[src/rtl/vend_ctrl_gen.sv]
// Vending controller: keypad slot selection, saturating coin credit, programmable price table,
// cancel/refund and keypad timeout. Optional per-slot stock counting when VEND_STOCK_EN is defined.
module vend_ctrl_gen #(
    parameter int ROWS          = 4,
    parameter int COLS          = 4,
    parameter int VAL_W         = 16,
    parameter int DEFAULT_PRICE = 100,
    parameter int TIMEOUT_CYC   = 1000
`ifdef VEND_STOCK_EN
    ,
    parameter int STOCK_W       = 4,
    parameter int STOCK_INIT    = 10
`endif
) (
    input  logic                                 I_CLK,
    input  logic                                 I_RESET,
    input  logic [ROWS-1:0]                      I_ROW_KEY,
    input  logic [COLS-1:0]                      I_COL_KEY,
    input  logic                                 I_COIN_VLD,
    input  logic [VAL_W-1:0]                     I_COIN_VAL,
    input  logic                                 I_CANCEL,
    input  logic                                 I_PRICE_WE,
    input  logic [$clog2(ROWS)+$clog2(COLS)-1:0] I_PRICE_ADDR,
    input  logic [VAL_W-1:0]                     I_PRICE_DATA,
    output logic [$clog2(ROWS)+$clog2(COLS)-1:0] O_SEL,
    output logic [VAL_W-1:0]                     O_PRICE,
    output logic [VAL_W-1:0]                     O_CREDIT,
    output logic [VAL_W-1:0]                     O_CHANGE,
    output logic                                 O_CHANGE_VLD,
    output logic                                 O_SUCCESS,
    output logic                                 O_DENY,
`ifdef VEND_STOCK_EN
    output logic                                 O_SOLD_OUT,
`endif
    output logic                                 O_BUSY
);
    localparam int ROW_W = $clog2(ROWS);
    localparam int COL_W = $clog2(COLS);
    localparam int SEL_W = ROW_W + COL_W;
    localparam int NSLOT = ROWS * COLS;
    localparam int TMR_W = $clog2(TIMEOUT_CYC + 1);

    typedef enum logic [2:0] {S_IDLE, S_ROW, S_CHECK, S_VEND, S_REFUND} state_t;

    state_t             state;
    logic [VAL_W-1:0]   credit;
    logic [ROW_W-1:0]   row;
    logic [SEL_W-1:0]   sel;
    logic [TMR_W-1:0]   timer;
    logic [VAL_W-1:0]   price [NSLOT];
`ifdef VEND_STOCK_EN
    logic [STOCK_W-1:0] stock [NSLOT];
`endif

    logic               row_ok, col_ok, cancel_ok;
    logic [ROW_W-1:0]   row_idx;
    logic [COL_W-1:0]   col_idx;
    logic [VAL_W-1:0]   coin_add, credit_acc, price_sel;
    logic [VAL_W:0]     credit_sum;

    assign row_ok     = $onehot(I_ROW_KEY);
    assign col_ok     = $onehot(I_COL_KEY);
    assign cancel_ok  = I_CANCEL && (state == S_IDLE || state == S_ROW || state == S_CHECK);
    assign coin_add   = I_COIN_VLD ? I_COIN_VAL : '0;
    assign credit_sum = {1'b0, credit} + {1'b0, coin_add};
    assign credit_acc = credit_sum[VAL_W] ? '1 : credit_sum[VAL_W-1:0];
    assign price_sel  = price[sel];
    assign O_CREDIT   = credit;

    always_comb begin
        row_idx = '0;
        for (int i = 0; i < ROWS; i++)
            if (I_ROW_KEY[i]) row_idx = ROW_W'(i);
        col_idx = '0;
        for (int j = 0; j < COLS; j++)
            if (I_COL_KEY[j]) col_idx = COL_W'(j);
    end

    // Write at the edge means a same-cycle check still reads the old entry.
    always_ff @(posedge I_CLK) begin
        if (I_RESET) begin
            for (int k = 0; k < NSLOT; k++) price[k] <= VAL_W'(DEFAULT_PRICE);
        end else if (I_PRICE_WE) begin
            price[I_PRICE_ADDR] <= I_PRICE_DATA;
        end
    end

    always_ff @(posedge I_CLK) begin
        if (I_RESET) begin
            state        <= S_IDLE;
            credit       <= '0;
            row          <= '0;
            sel          <= '0;
            timer        <= '0;
            O_SEL        <= '0;
            O_PRICE      <= '0;
            O_CHANGE     <= '0;
            O_CHANGE_VLD <= 1'b0;
            O_SUCCESS    <= 1'b0;
            O_DENY       <= 1'b0;
            O_BUSY       <= 1'b0;
`ifdef VEND_STOCK_EN
            O_SOLD_OUT   <= 1'b0;
            for (int k = 0; k < NSLOT; k++) stock[k] <= STOCK_W'(STOCK_INIT);
`endif
        end else begin
            O_CHANGE_VLD <= 1'b0;
            O_SUCCESS    <= 1'b0;
            O_DENY       <= 1'b0;
            O_BUSY       <= 1'b0;
`ifdef VEND_STOCK_EN
            O_SOLD_OUT   <= 1'b0;
`endif
            credit       <= credit_acc;
            if (state == S_CHECK) O_PRICE <= price_sel;

            // Pulses are registered on entry so they are high during the VEND/REFUND cycle.
            if (cancel_ok) begin
                state  <= S_REFUND;
                timer  <= '0;
                O_BUSY <= 1'b1;
                if (credit_acc != '0) begin
                    O_CHANGE     <= credit_acc;
                    O_CHANGE_VLD <= 1'b1;
                end
            end else begin
                case (state)
                    S_IDLE: begin
                        if (row_ok) begin
                            row   <= row_idx;
                            timer <= '0;
                            state <= S_ROW;
                        end
                    end
                    S_ROW: begin
                        if (col_ok) begin
                            sel    <= {row, col_idx};
                            timer  <= '0;
                            state  <= S_CHECK;
                            O_BUSY <= 1'b1;
                        end else if (row_ok) begin
                            row   <= row_idx;
                            timer <= '0;
                        end else if (!I_COIN_VLD) begin
                            if (timer == TMR_W'(TIMEOUT_CYC - 1)) begin
                                timer <= '0;
                                state <= S_IDLE;
                            end else begin
                                timer <= timer + 1'b1;
                            end
                        end
                    end
                    S_CHECK: begin
`ifdef VEND_STOCK_EN
                        if (stock[sel] == '0) begin
                            O_DENY     <= 1'b1;
                            O_SOLD_OUT <= 1'b1;
                            state      <= S_IDLE;
                        end else
`endif
                        if (credit >= price_sel) begin
                            O_SUCCESS    <= 1'b1;
                            O_SEL        <= sel;
                            O_CHANGE     <= credit_acc - price_sel;
                            O_CHANGE_VLD <= 1'b1;
                            O_BUSY       <= 1'b1;
                            state        <= S_VEND;
                        end else begin
                            O_DENY <= 1'b1;
                            state  <= S_IDLE;
                        end
                    end
                    S_VEND: begin
                        credit <= coin_add;
`ifdef VEND_STOCK_EN
                        if (stock[sel] != '0) stock[sel] <= stock[sel] - 1'b1;
`endif
                        state  <= S_IDLE;
                    end
                    S_REFUND: begin
                        credit <= coin_add;
                        state  <= S_IDLE;
                    end
                    default: state <= S_IDLE;
                endcase
            end
        end
    end
endmodule

[config.mk]
export PLATFORM = sky130hd
export DESIGN_NAME = vend_ctrl_gen
export DESIGN_NICKNAME = d
export VERILOG_FILES = /design/src/rtl/vend_ctrl_gen.sv
export SDC_FILE = /design/constraint.sdc
export NUM_CORES = 1
export LEC_CHECK = 0
export CAP_MARGIN = 20
export CORE_ASPECT_RATIO = 1.2
export CORE_MARGIN = 2
export CORE_UTILIZATION = 45
export DETAILED_ROUTE_END_ITERATION = 12
export GPL_TIMING_DRIVEN = 1
export PLACE_DENSITY = 0.66
export REMOVE_ABC_BUFFERS = 1
export SLEW_MARGIN = 5
export SYNTH_ARGS = -nofsm -noshare
export SYNTH_HDL_FRONTEND = slang
export SYNTH_SLANG_ARGS = --single-unit
[constraint.sdc]
create_clock -name I_CLK -period 6.4 [get_ports I_CLK]
set_input_delay 0.96 -clock I_CLK [delete_from_list [all_inputs] [get_ports I_CLK]]
set_output_delay 0.96 -clock I_CLK [all_outputs]
set_load 0.02 [all_outputs]
---- Word-level counts from Yosys, hierarchy flattened ----
Memory sizes are Yosys's and may differ from the RTL's. A register that Yosys moved wholly into a read port is not among the register bits.
Index checks and enable logic that the tools add are counted.
cells by class
  $add $sub $neg .......................... 9
  reduce and logical (&&, ||, !) cells .... 19
  bitwise operators ....................... 2
  muxes and demuxes ....................... 49
  equality and inequality tests ........... 18
  $lt $le $gt $ge ......................... 1
operator list
  cell                                                             number
  16-bit 2-to-1 mux                                                9
  10-bit 2-to-1 mux                                                5
  10-bit one-hot mux with 2 select lines                           1
  3-bit 2-to-1 mux                                                 6
  16-bit by 16-bit adder with 17-bit output                        1
  16-bit >= comparator                                             1
  16-bit nonzero test                                              1
  16-bit OR reduction                                              1
  16-bit subtractor                                                1
  1-bit 2-to-1 mux                                                 15
  3-bit AND reduction                                              5
  2-bit 2-to-1 mux                                                 7
  4-bit 2-to-1 mux                                                 3
  4-bit != test, second input constant                             3
  10-bit by 1-bit adder with 10-bit output, second input constant  1
  10-bit == test, second input constant                            1
  3-bit by 1-bit == test with 1-bit output, second input constant  3
  3-bit != test, second input constant                             3
  3-bit one-hot mux with 3 select lines                            1
  1-bit by 1-bit adder with 2-bit output                           4
  4-bit AND reduction                                              2
  2-bit by 2-bit adder with 3-bit output                           2
  3-bit by 2-bit == test with 1-bit output, second input constant  2
  2-bit nonzero test                                               3
  other kinds (13)                                                 17
word-level totals
  RAM bits ................................ 256
  memories kept ........................... 1
  word-level logic and storage cells ...... 112
  output and inout port bits .............. 56
  flip-flop bits (word level) ............. 75
memory list
  memory  depth  bits a word  read ports  clocked after Yosys merged registers in  write ports  line  text
  price   16     16           1           1                                        16           50    logic [VAL_W-1:0] price [NSLOT];

---- Logic depth before layout (Yosys ltp) ----
Gate-level depths: netlist (run 1).
  depth in word-level cells ............... 8
  depth in mapped cells ................... 21
  gate-level depth less buffers ........... 20

---- Worst setup path before layout (run 1) ----
OpenSTA, ideal clock, no wires.
  path kind ............................... reg-to-reg
  from .................................... register (tool-made name)
  to ...................................... register O_CHANGE[12]
  library setup time ...................... 0.124 ns
  arrival ................................. 4.702 ns
  setup slack ............................. 1.574 ns
  buffers on the path ..................... 6
  stages on the path, launching flop included .. 19
  path through ............................ dfxtp_1 buf_6 buf_6 buf_4 buf_2 buf_2 mux4_2 mux4_2 ha_1 nand2b_1 a21o_1 a21oi_1 o21ai_1 a2111o_1 a211oi_1 nor3_4 clkbuf_1 o31ai_1 a21oi_1
RTL lines
  what                  line  text
  end signal, assigned  123   O_CHANGE <= credit_acc;
  end signal, assigned  164   O_CHANGE <= credit_acc - price_sel;
  end, declared         28    output logic [VAL_W-1:0] O_CHANGE,

---- Worst setup path in the final report (run 1) ----
  from .................................... input port I_COIN_VLD
  to ...................................... register O_CHANGE[15]
between the ends
  word-level cells in the longest chain between the ends .. 7
  elaborated cells on any way between the ends .. 11
  those cells by class .................... add/sub (2); eq/ne (1); mux (6); reduce/logical (2)
ends and longest elaborated chain
  what                                           line  text
  start, declared                                19    input logic I_COIN_VLD,
  16-bit 2-to-1 mux (*)                          64    assign coin_add = I_COIN_VLD ? I_COIN_VAL : '0;
  16-bit by 16-bit adder with 17-bit output (*)  65    assign credit_sum = {1'b0, credit} + {1'b0, coin_add};
  16-bit 2-to-1 mux (*)                          66    assign credit_acc = credit_sum[VAL_W] ? '1 : credit_sum[VAL_W-1:0];
  16-bit subtractor                              164
  16-bit 2-to-1 mux                              161   if (credit >= price_sel) begin
  16-bit 2-to-1 mux                              127   case (state)
  16-bit 2-to-1 mux                              118   if (cancel_ok) begin
Mark *: on every way between the ends. The rest lies on a longest branch, timed or not. The select of a mux whose other input is x is not followed.
A chain may end at the register's enable or synchronous reset.

==> reports/metrics.yaml, run 1 <==
worstPathArrival_ns: 5.86
fin_area_um2: 19900
final_cells: 2023
initial_core_util: 0.457
hold_path_depth: 2
worstMarginPinSlew_ns: 1.07
port_buffers: 104
min_period_ns: 5.44
whs_endpoint: "O_CHANGE[1]$_SDFFE_PP0P_"
core_area_um2: 37800
grt_pass1_wl_um: 65100
synth_commonest_cells: "edfxtp_1, and2_1, nor2_1, nand2_1, dfxtp_1"
reg2regPathDepth: 15
antenna_found_initial: 0
finalCritPeriodShare: 0.849
hold_buffers: 0
rows: 78
syn-instance-count: 1435
synth-edff-count: 256
die_h_um: 218
cts-buffers-inserted: 35
p_leak_nw: 7.06
drive_gt1_frac: 0.122
worst_clock_skew_ns: 0.0167
post_drt_via_cell_ratio: 5.63
ff2ff_setup_slack_ns: 1.60
clk_latency_ns: 0.53
required_ns: 6.83
final_max_slew_viol_count: 0
netlist.area_leader.share: 0.446
reg2reg_to: "O_CHANGE[8]$_SDFFE_PP0P_"
ant_nets: 0
fin_tns_setup_ns: 0
die_w_um: 183
hpwl_um: 30100
synth_seq_area_share: 0.538
vias: 11400
synth.distinct_cells: 84
max_slew_margin: 0.286
antennaDiodeCount: 0
place_congestion: 0.885
synth_flop_cell: "edfxtp_1"
rsz0062_at_grt: "no"
dp.cells: 1958
worst-setup-path-type: "in -> reg"
cts_tree: "yes"
synth_top_area_cell: "edfxtp_1"
p_per_area_nw_per_um2: 274
grt.total_usage: 0.212
syn_area_um2: 17200
status: "completed"
min-delay-start: "O_CHANGE[1]$_SDFFE_PP0P_"
crit_path_start_kind: "primary input"
post_cts_buffers: 0
drtIter0Drc: 727
hold_violations: 0
setup_violations: 0
yosysWarningCount: 0
firstDrtPassIters: 5
drc: 0
hold_class: "reg -> reg"
ios: 105
cts-root-buf: "clkbuf_16"
h-tree-depth: 2
final_nets: 1620
syn_to_final_growth_pct: 15.2
end_kind: "flip-flop"
fin_hold_ws_ns: 0.466
vdd_drop_max_mv: 0.153
fin_total_pwr_mw: 5.44
async_flop_share: 0
routedWlPerCell_um: 20.5
filler_cell_count: 3197
clk_pin_slew_ns: 0.06
dpl_cell_area_um2: 18800
clockBufferDepth: 3
fmax_mhz: 184
clock-sinks: 335
critPathMaxFanout: 18
synth_area_per_cell_um2: 12.0
grt_max_degree: 39
synth_most_common_cell: "edfxtp_1"
wl_um: 41500
post_cts_resized: 0
drv_cap: 0
synth-seq-cells: 335
die_area_um2: 39900
synth.area.top_cells: "edfxtp_1, mux4_2, dfxtp_1"
grt_overflow: 0
grt_pass1_vias: 11600
==> where the power goes <==
| part | switching, mW | internal, mW | leakage, nW |
|---|---|---|---|
| clock network | 0.829 | 1.12 | 0.537 |
| logic | 0.562 | 0.401 | 3.42 |
| registers | 0.0623 | 2.47 | 3.11 |
| total | 1.45 | 3.99 | 7.06 |
==> routing by layer <==
metal / routed length [µm] / vias up / GRT usage
li1: - / 5409 / -
met1: 17100 / 5639 / 0.261
met2: 21500 / 275 / 0.381
met3: 1710 / 65 / 0.0297
met4: 1210 / 0 / 0.0747
met5: 0 / - / 0
==> critical path: stages <==
cell and delay [ns]:
clkdlybuf4s50_1 0.40, buf_4 0.19, and2_1 0.17, ha_1 0.22
fa_1 0.43, nand3_1 0.12, a21oi_1 0.12, o21ai_1 0.29
nand2_2 0.21, nor2_1 0.23, inv_1 0.11, ha_1 0.28
nor2b_1 0.13, o21ai_0 0.24, a21boi_0 0.17, nor2_1 0.25
a211oi_1 0.14, o311ai_1 0.30, nand3_1 0.19, a31oi_1 0.35
nor3_1 0.11, o32ai_1 0.25
==> state kept, by name (all words and copies together), names as in the netlist, named ones only <==
| name | count |
|---|---|
| O_BUSY | 1 |
| row | 2 |
| O_CHANGE | 16 |
| price | 256 |
| timer | 10 |
| O_DENY | 1 |
| sel | 4 |
| O_SEL | 4 |
| O_CREDIT | 16 |
| O_CHANGE_VLD | 1 |
| state | 3 |
| O_SUCCESS | 1 |
| O_PRICE | 16 |
==> cell type report <==
cell class | instances | area [µm²] | area share
sequential | 335 | 9270 | 0.467
multi-input combinational | 956 | 7380 | 0.372
timing repair buffer | 140 | 1330 | 0.0669
clock buffer | 45 | 936 | 0.0471
tap | 480 | 601 | 0.0302
inverter | 49 | 184 | 0.00926
clock inverter | 18 | 155 | 0.00781
==> how the worst max path moves through the flow <==
| stage | start | endpoint | cells after the start | slack (ns) |
|---|---|---|---|---|
| global placement | I_COIN_VLD | O_CHANGE[13]$_SDFFE_PP0P_ | 22 | 0.67 |
| global route | I_COIN_VLD | O_CHANGE[13]$_SDFFE_PP0P_ | 22 | 0.51 |
| finish | I_COIN_VLD | O_CHANGE[15]$_SDFFE_PP0P_ | 22 | 0.96 |
| CTS | I_COIN_VLD | O_CHANGE[13]$_SDFFE_PP0P_ | 22 | 0.99 |
| detailed placement | I_COIN_VLD | O_CHANGE[13]$_SDFFE_PP0P_ | 22 | 0.43 |
| floorplan | flip-flop | O_CHANGE[13]$_SDFFE_PP0P_ | 13 | 0.04 |
==> cells in the final DEF, fill, tap and decap left out, types with 17 or more instances in the layout <==
| cell type | instances |
|---|---|
| nor3_1 | 22 |
| buf_4 | 33 |
| clkdlybuf4s50_1 | 103 |
| dfxtp_1 | 77 |
| nand3_1 | 18 |
| o21ai_0 | 22 |
| nand2b_1 | 17 |
| and2_1 | 228 |
| mux2i_1 | 24 |
| or3_1 | 45 |
| nand2_1 | 82 |
| inv_1 | 47 |
| edfxtp_1 | 256 |
| a211oi_1 | 22 |
| a21oi_1 | 58 |
| mux4_2 | 73 |
| nor2_1 | 100 |
| ha_1 | 50 |
| clkbuf_16 | 36 |
==> logic make-up (layout without fill, tap and decap cells) <==
kind of cell,after synthesis,after routing,share of synthesized area
AOI/OAI and AO/OA,204,204,0.0799
buffers and inverters,144,252,0.0346
DFF,335,335,0.538
muxes,97,97,0.109
adders and majority gates,56,56,0.0422
xor gates and xnor gates,27,27,0.0137
and+or+nand+nor,572,572,0.183
==> per-stage QoR <==
stage / setup WS [ns] / utilization
after floorplan: 0.0368 / -
after global placement: 0.666 / 0.497
after detailed placement: 0.427 / 0.497
after CTS: 0.990 / 0.525
after global routing: 0.511 / 0.526
final: 0.964 / 0.526
(Power assumes the default switching activity.)
==> run 2: changes to the inputs <==
==> constraint.sdc (replaced) <==
create_clock -name I_CLK -period 5.65 [get_ports I_CLK]
set_input_delay 0.8475 -clock I_CLK [delete_from_list [all_inputs] [get_ports I_CLK]]
set_output_delay 0.8475 -clock I_CLK [all_outputs]
set_load 0.02 [all_outputs]
==> run 2 against run 1 <==
Non-clock buffer count rose by 8. Clock skew fell by 0.0012 ns. Total power rose by 13%. Sequential cell count unchanged. Largest cell class unchanged. First-iteration DRC count is 35% higher. Clock power is 11% higher. Utilization hardly changed. Register-to-register slack got worse by 0.67 ns.
==> reports/metrics.yaml, run 2 (synthesis gave the netlist of run 1 again) <==
status: "completed"  # unchanged
p_sw_frac: 0.268  # was 0.267
clk_latency_ns: 0.53  # about the same
cp_num_buf_inv: 3  # unchanged
setup_violations: 0  # unchanged
crit_path_start_kind: "primary input"  # unchanged
drive_gt1_frac: 0.125  # was 0.122
place_congestion: 0.935  # was 0.885
die_h_um: 218  # unchanged
cpPeakStageDelay_ns: 0.43  # about the same
grt.total_usage: 0.220  # was 0.212
p_clk_frac: 0.354  # was 0.358
cts-root-buf: "clkbuf_16"  # unchanged
p_int_mw: 4.50  # was 3.99 mW
critPathMaxFanout: 16  # was 18
cts-buffers-inserted: 34  # was 35
die_w_um: 183  # unchanged
core_area_um2: 37800  # unchanged
power_switching_mw: 1.65  # was 1.45 mW
drv_cap: 0  # unchanged
wl_um: 43200  # was 41500 µm
fin_hold_ws_ns: 0.464  # was 0.466 ns
layout_commonest_cell: "edfxtp_1"  # unchanged
worst_clock_skew_ns: 0.0155  # was 0.0167 ns
worstPathArrival_ns: 5.49  # was 5.86 ns
ff2ff_setup_slack_ns: 0.93  # was 1.60 ns
reg2reg_to: "O_CHANGE[10]$_SDFFE_PP0P_"  # was O_CHANGE[8]$_SDFFE_PP0P_
p_leak_nw: 7.08  # was 7.06 nW
firstDrtPassIters: 5  # unchanged
end_kind: "flip-flop"  # unchanged
hold_class: "reg -> reg"  # unchanged
grt_pass1_wl_um: 67400  # was 65100 µm
reg2regPathDepth: 15  # unchanged
fmax_mhz: 197
post_cts_resized: 0  # unchanged
largest_register_ffs: 256  # unchanged
port_buffers: 104  # unchanged
post_drt_via_cell_ratio: 5.70  # was 5.63
vias: 11500  # was 11400
routedWlPerCell_um: 21.3  # was 20.5 µm
antenna_found_initial: 0  # unchanged
die_area_um2: 39900  # unchanged
clk_pin_slew_ns: 0.06  # about the same
filler_cell_count: 3174  # was 3197
worstMarginPinSlew_ns: 1.15  # was 1.07 ns
post_cts_buffers: 0  # unchanged
hold_path_depth: 2  # unchanged
cts_tree: "yes"  # unchanged
vdd_drop_max_mv: 0.154  # was 0.153 mV
crit_chain: "clkdlybuf4s50_1 -> buf_4 -> and2_1 -> ha_1 -> a21oi_1 -> o21a_1 -> o21a_1 -> nand2_2 -> nor2_1 -> inv_1 -> ha_1 -> nor2b_1 -> o21ai_0 -> a21boi_0 -> nor2_1 -> a211oi_1 -> o311ai_1 -> nand3_1 -> a31oi_2 -> nor3_1 -> o32ai_1"  # was clkdlybuf4s50_1 -> buf_4 -> and2_1 -> ha_1 -> fa_1 -> nand3_1 -> a21oi_1 -> o21ai_1 -> nand2_2 -> nor2_1 -> inv_1 -> ha_1 -> nor2b_1 -> o21ai_0 -> a21boi_0 -> nor2_1 -> a211oi_1 -> o311ai_1 -> nand3_1 -> a31oi_1 -> nor3_1 -> o32ai_1
rsz0062_at_grt: "no"  # unchanged
p_per_area_nw_per_um2: 309  # was 274 nW/µm²
min-delay-start: "O_PRICE[6]$_SDFFE_PP0N_"  # was O_CHANGE[1]$_SDFFE_PP0P_
drtIter0Drc: 978  # was 727
ios: 105  # unchanged
syn_to_final_growth_pct: 15.2  # about the same
layout_common_cells: "edfxtp_1, and2_1, clkdlybuf4s50_1"  # unchanged
combPwrFrac: 0.180  # was 0.177
final_nets: 1627  # was 1620
crit_slowest_cell: "clkdlybuf4s50_1"  # was fa_1
grt_max_degree: 37  # was 39
cp_num_cells: 21  # was 22
dpl_cell_area_um2: 18800  # about the same
initial_core_util: 0.457  # unchanged
clockBufferDepth: 3  # unchanged
drc: 0  # unchanged
ant_nets: 0  # unchanged
hold_buffers: 0  # unchanged
rows: 78  # unchanged
top_register: "price"  # unchanged
h-tree-depth: 2  # unchanged
min_period_ns: 5.07
max_slew_margin: 0.229  # was 0.286
pwr-share-seq: 0.467  # was 0.465
antennaDiodeCount: 0  # unchanged
grt_pass1_vias: 11800  # was 11600
fin_ws_ns: 0.583  # was 0.964 ns
grt_overflow: 0  # unchanged
finalCritPeriodShare: 0.897
fin_area_um2: 19900  # about the same
clock-sinks: 335  # unchanged
critPathTopFamily: "compound AO/OA/AOI/OAI gates"  # unchanged
hold_violations: 0  # unchanged
whs_endpoint: "O_PRICE[6]$_SDFFE_PP0N_"  # was O_CHANGE[1]$_SDFFE_PP0P_
worst-setup-path-type: "in -> reg"  # unchanged
final_max_slew_viol_count: 0  # unchanged
required_ns: 6.08  # was 6.83 ns
pre_cts_ws_ns: 0.0589  # was 0.427 ns
hpwl_um: 31000  # was 30100 µm
run 2: worst min-delay path, stage by stage, from the launching register on:
cell and delay (ns):
dfxtp_1 0.31, nand2_1 0.05, a21oi_1 0.05
run 2: worst max path at each step:
stage,startpoint,slack (ns),end
after CTS,I_COIN_VLD,0.59,O_CHANGE[15]$_SDFFE_PP0P_
after floorplan,flip-flop,-0.71,O_CHANGE[13]$_SDFFE_PP0P_
after global routing,I_COIN_VLD,0.04,O_CHANGE[15]$_SDFFE_PP0P_
final,I_COIN_VLD,0.58,O_CHANGE[15]$_SDFFE_PP0P_
after detailed placement,I_COIN_VLD,0.06,O_CHANGE[15]$_SDFFE_PP0P_
after global placement,I_COIN_VLD,0.21,O_CHANGE[15]$_SDFFE_PP0P_
run 2: metal layers:
layer  GRT usage  part of all wire
met5           0                 0
met4      0.0790             0.031
met3      0.0315             0.050
met2       0.397              0.52
met1       0.268              0.40
run 2: power groups by stage:
stage	sequential (mW)	clock (mW)	combinational (mW)
floorplan	2.94	0	0.676
global placement	2.91	0	1.07
detailed placement	2.92	0	1.09
CTS	2.86	2.21	1.10
global route	2.88	2.30	1.21
finish	2.87	2.17	1.10
run 2: final cells by class:
| type | instances | area [µm²] | area share |
|---|---|---|---|
| clock buffer | 45 | 923 | 0.0465 |
| clock inverter | 14 | 121 | 0.00611 |
| inverter | 49 | 184 | 0.00926 |
| multi-input combinational | 956 | 7390 | 0.372 |
| sequential | 335 | 9270 | 0.467 |
| tap | 480 | 601 | 0.0302 |
| timing repair buffer | 148 | 1380 | 0.0693 |
run 2: metrics by stage:
step	cells	TNS (ns)	power (mW)	utilization
after detailed placement	1967	0	4.01	0.498
after floorplan	1340	-13.44	3.61	-
after global placement	1967	0	3.98	0.498
after CTS	2026	0	6.17	0.526
final	2027	0	6.14	0.526
after global routing	2027	0	6.39	0.526
==> run 3: changes to the inputs <==
--- a/config.mk
+++ b/config.mk
@@ -8,12 +8,13 @@
 export CAP_MARGIN = 20
 export CORE_ASPECT_RATIO = 1.2
 export CORE_MARGIN = 2
-export CORE_UTILIZATION = 45
+export CORE_UTILIZATION = 37
 export DETAILED_ROUTE_END_ITERATION = 12
 export GPL_TIMING_DRIVEN = 1
-export PLACE_DENSITY = 0.66
+export PLACE_DENSITY = 0.57
 export REMOVE_ABC_BUFFERS = 1
 export SLEW_MARGIN = 5
 export SYNTH_ARGS = -nofsm -noshare
 export SYNTH_HDL_FRONTEND = slang
 export SYNTH_SLANG_ARGS = --single-unit
+export TNS_END_PERCENT = 20
==> constraint.sdc (replaced) <==
create_clock -name I_CLK -period 5.65 [get_ports I_CLK]
set_input_delay 1.13 -clock I_CLK [delete_from_list [all_inputs] [get_ports I_CLK]]
set_output_delay 1.13 -clock I_CLK [all_outputs]
set_load 0.02 [all_outputs]
==> run 3 against run 2 <==
Utilization down 8.2 points. Maximum frequency down 2.1%. Setup slack worse by 0.11 ns. Final cell count up 8.5%. Clock-buffer cell count unchanged. Sequential share of layout area down 1.2 points. Via count down 0.23%. Non-clock buffer count up 32. First-iteration DRC count down 37%. Critical path type unchanged. Critical endpoint unchanged.
==> reports/metrics.yaml, run 3 (synthesis gave the netlist of run 1 again) <==
status: "completed"  # unchanged
grt.total_usage: 0.194  # was 0.220
worst_clock_skew_ns: 0.0286  # was 0.0155 ns
h-tree-depth: 2  # unchanged
vias: 11500  # about the same
clockBufferDepth: 3  # unchanged
die_w_um: 201  # was 183 µm
hold_class: "reg -> reg"  # unchanged
crit_path_start_kind: "primary input"  # unchanged
dpl_cell_area_um2: 19200  # was 18800 µm²
pwr-share-seq: 0.452  # was 0.467
rows: 86  # was 78
grt_max_degree: 41  # was 37
crit_chain: "clkdlybuf4s50_1 -> buf_4 -> and2_1 -> ha_1 -> buf_4 -> nand2_1 -> o21a_1 -> o21a_1 -> nand2_2 -> nor2_1 -> inv_1 -> ha_1 -> nor2b_1 -> o21ai_0 -> a21boi_0 -> nor2_1 -> a211oi_1 -> o311ai_1 -> nand3_1 -> a31oi_2 -> nor3_1 -> o32ai_1"  # was clkdlybuf4s50_1 -> buf_4 -> and2_1 -> ha_1 -> a21oi_1 -> o21a_1 -> o21a_1 -> nand2_2 -> nor2_1 -> inv_1 -> ha_1 -> nor2b_1 -> o21ai_0 -> a21boi_0 -> nor2_1 -> a211oi_1 -> o311ai_1 -> nand3_1 -> a31oi_2 -> nor3_1 -> o32ai_1
port_buffers: 104  # unchanged
top_register: "price"  # unchanged
finalCritPeriodShare: 0.916  # was 0.897
multi_input_area_um2: 7400  # was 7390 µm²
cts-buffers-inserted: 36  # was 34
ios: 105  # unchanged
p_leak_nw: 7.30  # was 7.08 nW
worst-setup-path-type: "in -> reg"  # unchanged
final_core_util: 0.444  # was 0.526
drv_cap: 0  # unchanged
initial_core_util: 0.375  # was 0.457
cts_tree: "yes"  # unchanged
die_h_um: 240  # was 218 µm
cts-root-buf: "clkbuf_16"  # unchanged
end_kind: "flip-flop"  # unchanged
layout_commonest_cell: "edfxtp_1"  # unchanged
pre_cts_ws_ns: -0.0814  # was 0.0589 ns
syn_to_final_growth_pct: 18.2  # was 15.2%
required_ns: 6.08  # about the same
final_nets: 1661  # was 1627
drtIter0Drc: 614  # was 978
wl_um: 46100  # was 43200 µm
firstDrtPassIters: 5  # unchanged
core_area_um2: 45900  # was 37800 µm²
combPwrFrac: 0.184  # was 0.180
grt_pass1_vias: 12000  # was 11800
die_area_um2: 48300  # was 39900 µm²
hold_violations: 0  # unchanged
place_congestion: 0.883  # was 0.935
fmax_mhz: 193  # was 197 MHz
crit_slowest_cell: "clkdlybuf4s50_1"  # unchanged
filler_cell_count: 4268  # was 3174
cp_num_buf_inv: 4  # was 3
routedWlPerCell_um: 21.0  # was 21.3 µm
vdd_drop_max_mv: 0.166  # was 0.154 mV
min_period_ns: 5.18  # was 5.07 ns
p_per_area_nw_per_um2: 311  # was 309 nW/µm²
clk_pin_slew_ns: 0.06  # about the same
final_max_slew_viol_count: 0  # unchanged
fin_area_um2: 20400  # was 19900 µm²
clock-sinks: 335  # unchanged
post_cts_buffers: 0  # unchanged
setup_violations: 0  # unchanged
power_switching_mw: 1.70  # was 1.65 mW
p_sw_frac: 0.269  # was 0.268
ant_nets: 0  # unchanged
register_area_um2: 9270  # unchanged
largest_register_ffs: 256  # unchanged
cpPeakStageDelay_ns: 0.53  # was 0.43 ns
grt_overflow: 0  # unchanged
clk_latency_ns: 0.53  # about the same
max_slew_margin: 0.418  # was 0.229
critPathMaxFanout: 13  # was 16
hpwl_um: 32800  # was 31000 µm
post_drt_via_cell_ratio: 5.24  # was 5.70
worstPathArrival_ns: 5.61  # was 5.49 ns
p_int_mw: 4.63  # was 4.50 mW
rsz0062_at_grt: "no"  # unchanged
worstMarginPinSlew_ns: 0.872  # was 1.15 ns
drive_gt1_frac: 0.150  # was 0.125
drc: 0  # unchanged
grt_pass1_wl_um: 72200  # was 67400 µm
layout_common_cells: "edfxtp_1, and2_1, clkdlybuf4s50_1"  # unchanged
fin_ws_ns: 0.473  # was 0.583 ns
antennaDiodeCount: 0  # unchanged
p_clk_frac: 0.363  # was 0.354
critPathTopFamily: "compound AO/OA/AOI/OAI gates"  # unchanged
antenna_found_initial: 0  # unchanged
## run 3: final timing paths
path	startpoint	end	slack, ns	cells after the start
hold / removal	O_CHANGE[1]$_SDFFE_PP0P_	O_CHANGE[1]$_SDFFE_PP0P_	0.46	2
setup / recovery	I_COIN_VLD	O_CHANGE[15]$_SDFFE_PP0P_	0.47	22
hold reg to reg	O_CHANGE[1]$_SDFFE_PP0P_	O_CHANGE[1]$_SDFFE_PP0P_	0.46	2
setup reg to reg	flip-flop	O_CHANGE[14]$_SDFFE_PP0P_	0.93	14
## run 3: repair_timing
item	4_1_cts	5_1_grt
setup endpoints to repair	0	2
gates resized for setup	0	1
hold buffers	0	0
## run 3: metrics by stage
step                      setup TNS, ns  hold slack (ns)  std cells  total power, mW
after detailed placement         -0.147            0.456       2134             4.08
after global routing                  0            0.492       2200             6.61
after floorplan                  -13.44            0.454       1340             3.61
after CTS                             0            0.464       2198             6.38
after global placement                0            0.445       2133             4.06
final                                 0            0.459       2200             6.33
## run 3: tightest hold or removal path: cells and delay by family, from the launching register on
kind / cells / cell delay [ns]
AO/OA/AOI/OAI: 1 / 0.05
AND/OR/NAND/NOR: 1 / 0.05
flip-flops: 1 / 0.31
## run 3: power by group through the flow
stage | Combinational [mW] | Sequential, mW | Clock, mW
2_1_floorplan | 0.676 | 2.94 | 0
3_3_place_gp | 1.15 | 2.91 | 0
3_5_place_dp | 1.16 | 2.92 | 0
4_1_cts | 1.17 | 2.87 | 2.34
5_1_grt | 1.28 | 2.88 | 2.44
6_report | 1.17 | 2.86 | 2.30
## run 3: final cells by class
type | count | area share
clock buffer | 45 | 0.0485
clock inverter | 19 | 0.00700
inverter | 49 | 0.00902
multi-input combinational | 956 | 0.363
sequential | 335 | 0.455
tap | 616 | 0.0378
timing repair buffer | 180 | 0.0794
## run 3: per-layer routing
metal,global-route usage,up-vias,share of wire,wire (µm)
met5,0,-,0,0
met4,0.0613,0,0.028,1300
met3,0.0270,67,0.036,1660
met2,0.358,204,0.52,24000
met1,0.233,5755,0.42,19200
li1,-,5494,-,-
